File: config.mk
export PLATFORM = sky130hd
export DESIGN_NAME = iommu_wsi_ig
export DESIGN_NICKNAME = d
export VERILOG_FILES = /design/src/rtl/iommu_wsi_ig_pkg.sv /design/src/rtl/iommu_wsi_ig_ipsr_set_ctrl.sv /design/src/rtl/iommu_wsi_ig.sv
export SDC_FILE = /design/constraint.sdc
export NUM_CORES = 1
export LEC_CHECK = 0
export CAP_MARGIN = 10
export CORE_MARGIN = 2
export CORE_UTILIZATION = 35
export CTS_CLUSTER_DIAMETER = 120
export CTS_CLUSTER_SIZE = 30
export DETAILED_ROUTE_END_ITERATION = 10
export PLACE_DENSITY = 0.78
export REMOVE_ABC_BUFFERS = 1
export SLEW_MARGIN = 10
export SYNTH_ARGS = -nofsm -noshare
export SYNTH_HDL_FRONTEND = slang
export SYNTH_SLANG_ARGS = --single-unit
export TNS_END_PERCENT = 10
File: constraint.sdc
create_clock -name clk_i -period 1.8 [get_ports clk_i]
set_clock_uncertainty 0.2 [all_clocks]
set_input_delay 0.36 -clock clk_i [delete_from_list [all_inputs] [get_ports clk_i]]
set_output_delay 0.36 -clock clk_i [all_outputs]
set_load 0.005 [all_outputs]
File: src/rtl/iommu_wsi_ig_pkg.sv
// rtl/iommu_wsi_ig_pkg.sv - shared IOMMU interrupt-source indices and sizing
package iommu_wsi_ig_pkg;

    typedef enum logic [1:0] {
        SRC_CQ  = 2'd0,
        SRC_FQ  = 2'd1,
        SRC_HPM = 2'd2,
        SRC_PQ  = 2'd3
    } src_e;

    localparam int N_SRC             = 4;
    localparam int N_INT_VEC_DEFAULT = 16;

endpackage

File: src/rtl/iommu_wsi_ig_ipsr_set_ctrl.sv
// rtl/iommu_wsi_ig_ipsr_set_ctrl.sv - per-source ipsr set-request tracking and strobe
module iommu_ipsr_set_ctrl (
    input  logic clk_i,
    input  logic rst_i,
    input  logic ev_i,
    input  logic en_i,
    input  logic ipsr_i,
    output logic set_o
);

    logic set_pend_q;
    logic set_pend_d;
    logic set_d;

    // Request survives until ipsr reads 1; a strobe already in flight is not
    // repeated back-to-back, but is re-issued if the bit was cleared under it.
    always_comb begin
        set_pend_d = en_i & (ev_i | (set_pend_q & ~ipsr_i));
        set_d      = set_pend_d & ~ipsr_i & ~set_o;
    end

    always_ff @(posedge clk_i) begin
        if (rst_i) begin
            set_pend_q <= 1'b0;
            set_o      <= 1'b0;
        end else begin
            set_pend_q <= set_pend_d;
            set_o      <= set_d;
        end
    end

endmodule

File: src/rtl/iommu_wsi_ig.sv
// rtl/iommu_wsi_ig.sv - IOMMU wire-signaled interrupt generator
module iommu_wsi_ig
    import iommu_wsi_ig_pkg::*;
#(
    parameter int N_INT_VEC = N_INT_VEC_DEFAULT,
    parameter int VEC_W     = 4
) (
    input  logic                 clk_i,
    input  logic                 rst_i,
    input  logic                 wsi_en_i,
    input  logic                 cq_ev_i,
    input  logic                 fq_ev_i,
    input  logic                 hpm_ev_i,
    input  logic                 pq_ev_i,
    input  logic                 cie_i,
    input  logic                 fie_i,
    input  logic                 pie_i,
    input  logic                 cip_i,
    input  logic                 fip_i,
    input  logic                 pmip_i,
    input  logic                 pip_i,
    input  logic [VEC_W-1:0]     civ_i,
    input  logic [VEC_W-1:0]     fiv_i,
    input  logic [VEC_W-1:0]     pmiv_i,
    input  logic [VEC_W-1:0]     piv_i,
    output logic [N_SRC-1:0]     ipsr_set_o,
    output logic [N_INT_VEC-1:0] wsi_o
);

    logic [N_SRC-1:0]     ev;
    logic [N_SRC-1:0]     en;
    logic [N_SRC-1:0]     ipsr;
    logic [VEC_W-1:0]     vec [N_SRC];
    logic [N_INT_VEC-1:0] wsi_d;

    always_comb begin
        ev[int'(SRC_CQ)]    = cq_ev_i;
        ev[int'(SRC_FQ)]    = fq_ev_i;
        ev[int'(SRC_HPM)]   = hpm_ev_i;
        ev[int'(SRC_PQ)]    = pq_ev_i;
        en[int'(SRC_CQ)]    = cie_i;
        en[int'(SRC_FQ)]    = fie_i;
        en[int'(SRC_HPM)]   = 1'b1;
        en[int'(SRC_PQ)]    = pie_i;
        ipsr[int'(SRC_CQ)]  = cip_i;
        ipsr[int'(SRC_FQ)]  = fip_i;
        ipsr[int'(SRC_HPM)] = pmip_i;
        ipsr[int'(SRC_PQ)]  = pip_i;
        vec[int'(SRC_CQ)]   = civ_i;
        vec[int'(SRC_FQ)]   = fiv_i;
        vec[int'(SRC_HPM)]  = pmiv_i;
        vec[int'(SRC_PQ)]   = piv_i;
    end

    for (genvar s = 0; s < N_SRC; s++) begin : g_set
        iommu_ipsr_set_ctrl u_set_ctrl (
            .clk_i  (clk_i),
            .rst_i  (rst_i),
            .ev_i   (ev[s]),
            .en_i   (en[s]),
            .ipsr_i (ipsr[s]),
            .set_o  (ipsr_set_o[s])
        );
    end

    // Out-of-range vectors simply match no line.
    always_comb begin
        wsi_d = '0;
        for (int v = 0; v < N_INT_VEC; v++) begin
            for (int s = 0; s < N_SRC; s++) begin
                if (ipsr[s] && (32'(vec[s]) == v)) begin
                    wsi_d[v] = 1'b1;
                end
            end
        end
        if (!wsi_en_i) begin
            wsi_d = '0;
        end
    end

    always_ff @(posedge clk_i) begin
        if (rst_i) begin
            wsi_o <= '0;
        end else begin
            wsi_o <= wsi_d;
        end
    end

endmodule

==> impl_results.rst <==
.. list-table::
   :header-rows: 1

   * - Metric
     - Value
   * - Vias
     - 1334
   * - Path depth of the worst reg2reg path
     - 1
   * - Largest net degree at the start of global routing
     - 17
   * - Hold Slack
     - 0.2188 ns
   * - Most frequent cells after synthesis
     - 24 x dfxtp_1, 13 x a22oi_1, 12 x a31oi_1
   * - Area share of the largest cell type after synthesis
     - 38.06%
   * - Proportion of layout cells with a drive suffix above 1
     - 12.68%
   * - Port Buffer Count
     - 49
   * - Post-detailed-routing wire length
     - 3323 µm
   * - Critical path depth
     - 1
   * - Initial standard-cell utilization of the core
     - 37.25%
   * - Buffer levels on the longest clock path
     - 2
   * - Worst vdd rail ir drop
     - 0.2925 mV
   * - Non-filler cells, final
     - 251
   * - Post-cts hold buffer count
     - 0
   * - Kind of start point of the critical path
     - flop
   * - Routed wirelength normalized by instance count
     - 13.24 µm
   * - Top layer reached by signal wires
     - met4
   * - Fraction of the yosys area taken by sequential cells
     - 38.06%
   * - Critical path cell sequence
     - clkdlybuf4s50_1
   * - Vias in the first global route
     - 1218
   * - Maximum achievable frequency
     - 575.3 MHz
   * - Area growth from synthesis to layout
     - 51.14%
   * - Yosys cell types
     - 28
   * - Top-level port count
     - 50
   * - Placed wire-length estimate after detailed placement
     - 2645 µm
   * - Die Width
     - 64.06 µm
   * - Worst slew pin tran
     - 0.3782 ns
   * - Maximum fanout along the worst path
     - 2
   * - Global placer's final weighted congestion
     - 0.8937
   * - Most used flip-flop cell after synthesis
     - dfxtp_1
   * - Outcome
     - complete, no violations
   * - Biggest area consumer among synthesized cells
     - dfxtp_1
   * - Area of the placeable core
     - 3390 µm²
   * - Ratio of total power to cell area
     - 568.8 nW/µm²
   * - Root buffer selected by CTS
     - clkbuf_4
   * - Async set or reset register ratio after synthesis
     - 0%
   * - Post-route DRC
     - 0
   * - Pre-CTS setup slack
     - -0.09149 ns
   * - Startpoint of the tightest hold check path
     - g_set[2].u_set_ctrl.set_o
   * - DRT antenna net count
     - 0
   * - Worst relative slew slack
     - 74.74%
   * - Final period demand of the worst path
     - 1.738 ns
   * - Critical Path Max Stage Delay
     - 0.49 ns
   * - Hold Crit Class
     - reg2reg
   * - Launching point of the worst reg2reg path
     - g_set[2].u_set_ctrl.set_o
   * - Capture point of the critical path
     - ipsr_set_o[3]
   * - Final design instance area without fill
     - 1908 µm²
   * - Mean number of vias per cell
     - 5.315
   * - Cell with the most instances after synthesis
     - dfxtp_1
   * - Total Die Area
     - 4104 µm²
   * - TritonCTS buffer count
     - 3
   * - Clk Latency, worst-skew pair
     - 0.33 ns
   * - Slew Limit Fails
     - 0
   * - Antenna diode instance count
     - 0
   * - Leakage dissipation
     - 0.6804 nW
   * - Number of endpoints with negative hold slack in the final report
     - 0
   * - Met2 WL
     - 1559 µm
   * - Fin crit share
     - 96.56%
   * - Reg-to-reg critical path endpoint
     - g_set[2].u_set_ctrl.set_o
   * - Setup crit start
     - g_set[3].u_set_ctrl.set_o
   * - Die boundary height
     - 64.06 µm
   * - Count of warnings emitted by yosys
     - 0
   * - Post-synthesis cell count
     - 147
   * - Type of destination of the critical path
     - output port
   * - Number of optimization iterations in the first detailed-route pass
     - 4
   * - EDFF count, synth
     - 0
   * - Worst Path Buf+Inv
     - 1
   * - CTS tree
     - built
   * - CP required
     - 1.24 ns
   * - Synthesized cell area
     - 1262 µm²
   * - Count of H-tree levels built during CTS
     - 1
   * - Family with the most delay on the worst path
     - buffers and inverters
   * - Flop2flop setup slack
     - 0.94 ns
   * - Global-route usage over all layers
     - 16.96%
   * - Area after DPL
     - 1868 µm²
   * - Row cnt
     - 21
   * - Unrepaired setup endpoints after global routing
     - false
   * - Final setup vio count
     - 0
   * - Clock-pin transition on the worst setup and hold timing paths
     - 0.13 ns
   * - Post-route setup slack
     - 0.06187 ns
   * - Mean area per synthesized cell
     - 8.588 µm²
   * - Slowest CP cell
     - clkdlybuf4s50_1
   * - First DRT Iteration DRCs
     - 70
   * - Global-route wire length before repair
     - 5444 µm
   * - Top cells by area in the synthesized netlist
     - dfxtp_1 38%, a22oi_1 7.7%, a31oi_1 5.9%, nand2b_1 4.5%, buf_4 3.6%
   * - Overall Power
     - 1.085 mW
   * - # nets final
     - 236
   * - Met3 Routed Length
     - 266 µm
   * - Number of max-capacitance violations reported
     - 0
   * - Worst path arrival time
     - 1.18 ns
   * - Critical path type
     - reg2out
   * - Sink count of the clock tree
     - 24
   * - M1 WL
     - 1407 µm
   * - Remaining global-route overflow
     - 0
   * - Flop and latch count out of synthesis
     - 24
   * - Cell count after placement
     - 247
   * - Number of antenna violations at the first check in global routing
     - 0
==> metal layers <==
layer | up-vias | GRT usage (%)
met5 | - | 0
met1 | 585 | 21.79
met2 | 71 | 27.21
li1 | 669 | -
met4 | 0 | 7.609
met3 | 9 | 3.521
==> power by group <==
| group | internal, mW | switching, mW | total, mW | leakage [nW] |
|---|---|---|---|---|
| combinational | 0.136 | 0.105 | 0.241 | 0.463 |
| sequential | 0.547 | 0.00460 | 0.551 | 0.196 |
| clock | 0.124 | 0.169 | 0.293 | 0.0210 |
==> flip-flops by register name (all words and copies together) (netlist names) <==
signal / count
wsi_o: 16
g_set.u_set_ctrl.set_o: 4
g_set.u_set_ctrl.set_pend_q: 4
==> cell type report <==
type,instances,area (µm²)
inverters,4,15.01
multi-input cells,110,706.9
repair buffers,63,608.1
flip-flops and latches,24,484.2
fillers,308,1481
well taps,46,57.56
clock buffers,4,36.28
==> logic make-up (layout without fill, tap and decap cells) <==
family / after synthesis / after routing / share of synthesized area, %
AND/OR/NAND/NOR: 70 / 70 / 34.19
AO/OA/AOI/OAI: 40 / 40 / 21.80
flip-flops: 24 / 24 / 38.06
buffers and inverters: 13 / 71 / 5.946
==> metrics by stage <==
step	util, %	TNS, ns
finish	56.29	0
global route	56.29	0
CTS	56.18	0
detailed placement	55.11	-0.4237
global placement	55.11	-0.4309
floorplan	-	0
==> cell usage in the layout, fill, tap and decap left out, types with 4 or more instances in the layout <==
cell             count
and3b_1              5
nand2b_1             9
dfxtp_1             21
or3_1                5
nor4_1               4
nor2_1               8
inv_1                4
a21oi_1              8
a22oi_1             13
a32oi_1              5
a31oi_1             12
nand3_1              8
nand2_1              7
buf_4               13
nor2b_1              7
clkdlybuf4s50_1     49
==> worst min path at each step <==
stage | end | depth (start not counted) | slack [ns]
after floorplan | g_set[2].u_set_ctrl.set_o | 1 | 0.22
after global placement | g_set[0].u_set_ctrl.set_o | 1 | 0.21
after detailed placement | g_set[0].u_set_ctrl.set_o | 1 | 0.21
after CTS | g_set[0].u_set_ctrl.set_o | 1 | 0.23
after global routing | g_set[3].u_set_ctrl.set_o | 1 | 0.23
final | g_set[2].u_set_ctrl.set_o | 1 | 0.22
==> what timing repair did <==
action	CTS	global route
gates resized for setup	0	3
setup buffers	0	0
setup endpoints to repair	0	3
(Power assumes the default switching activity.)
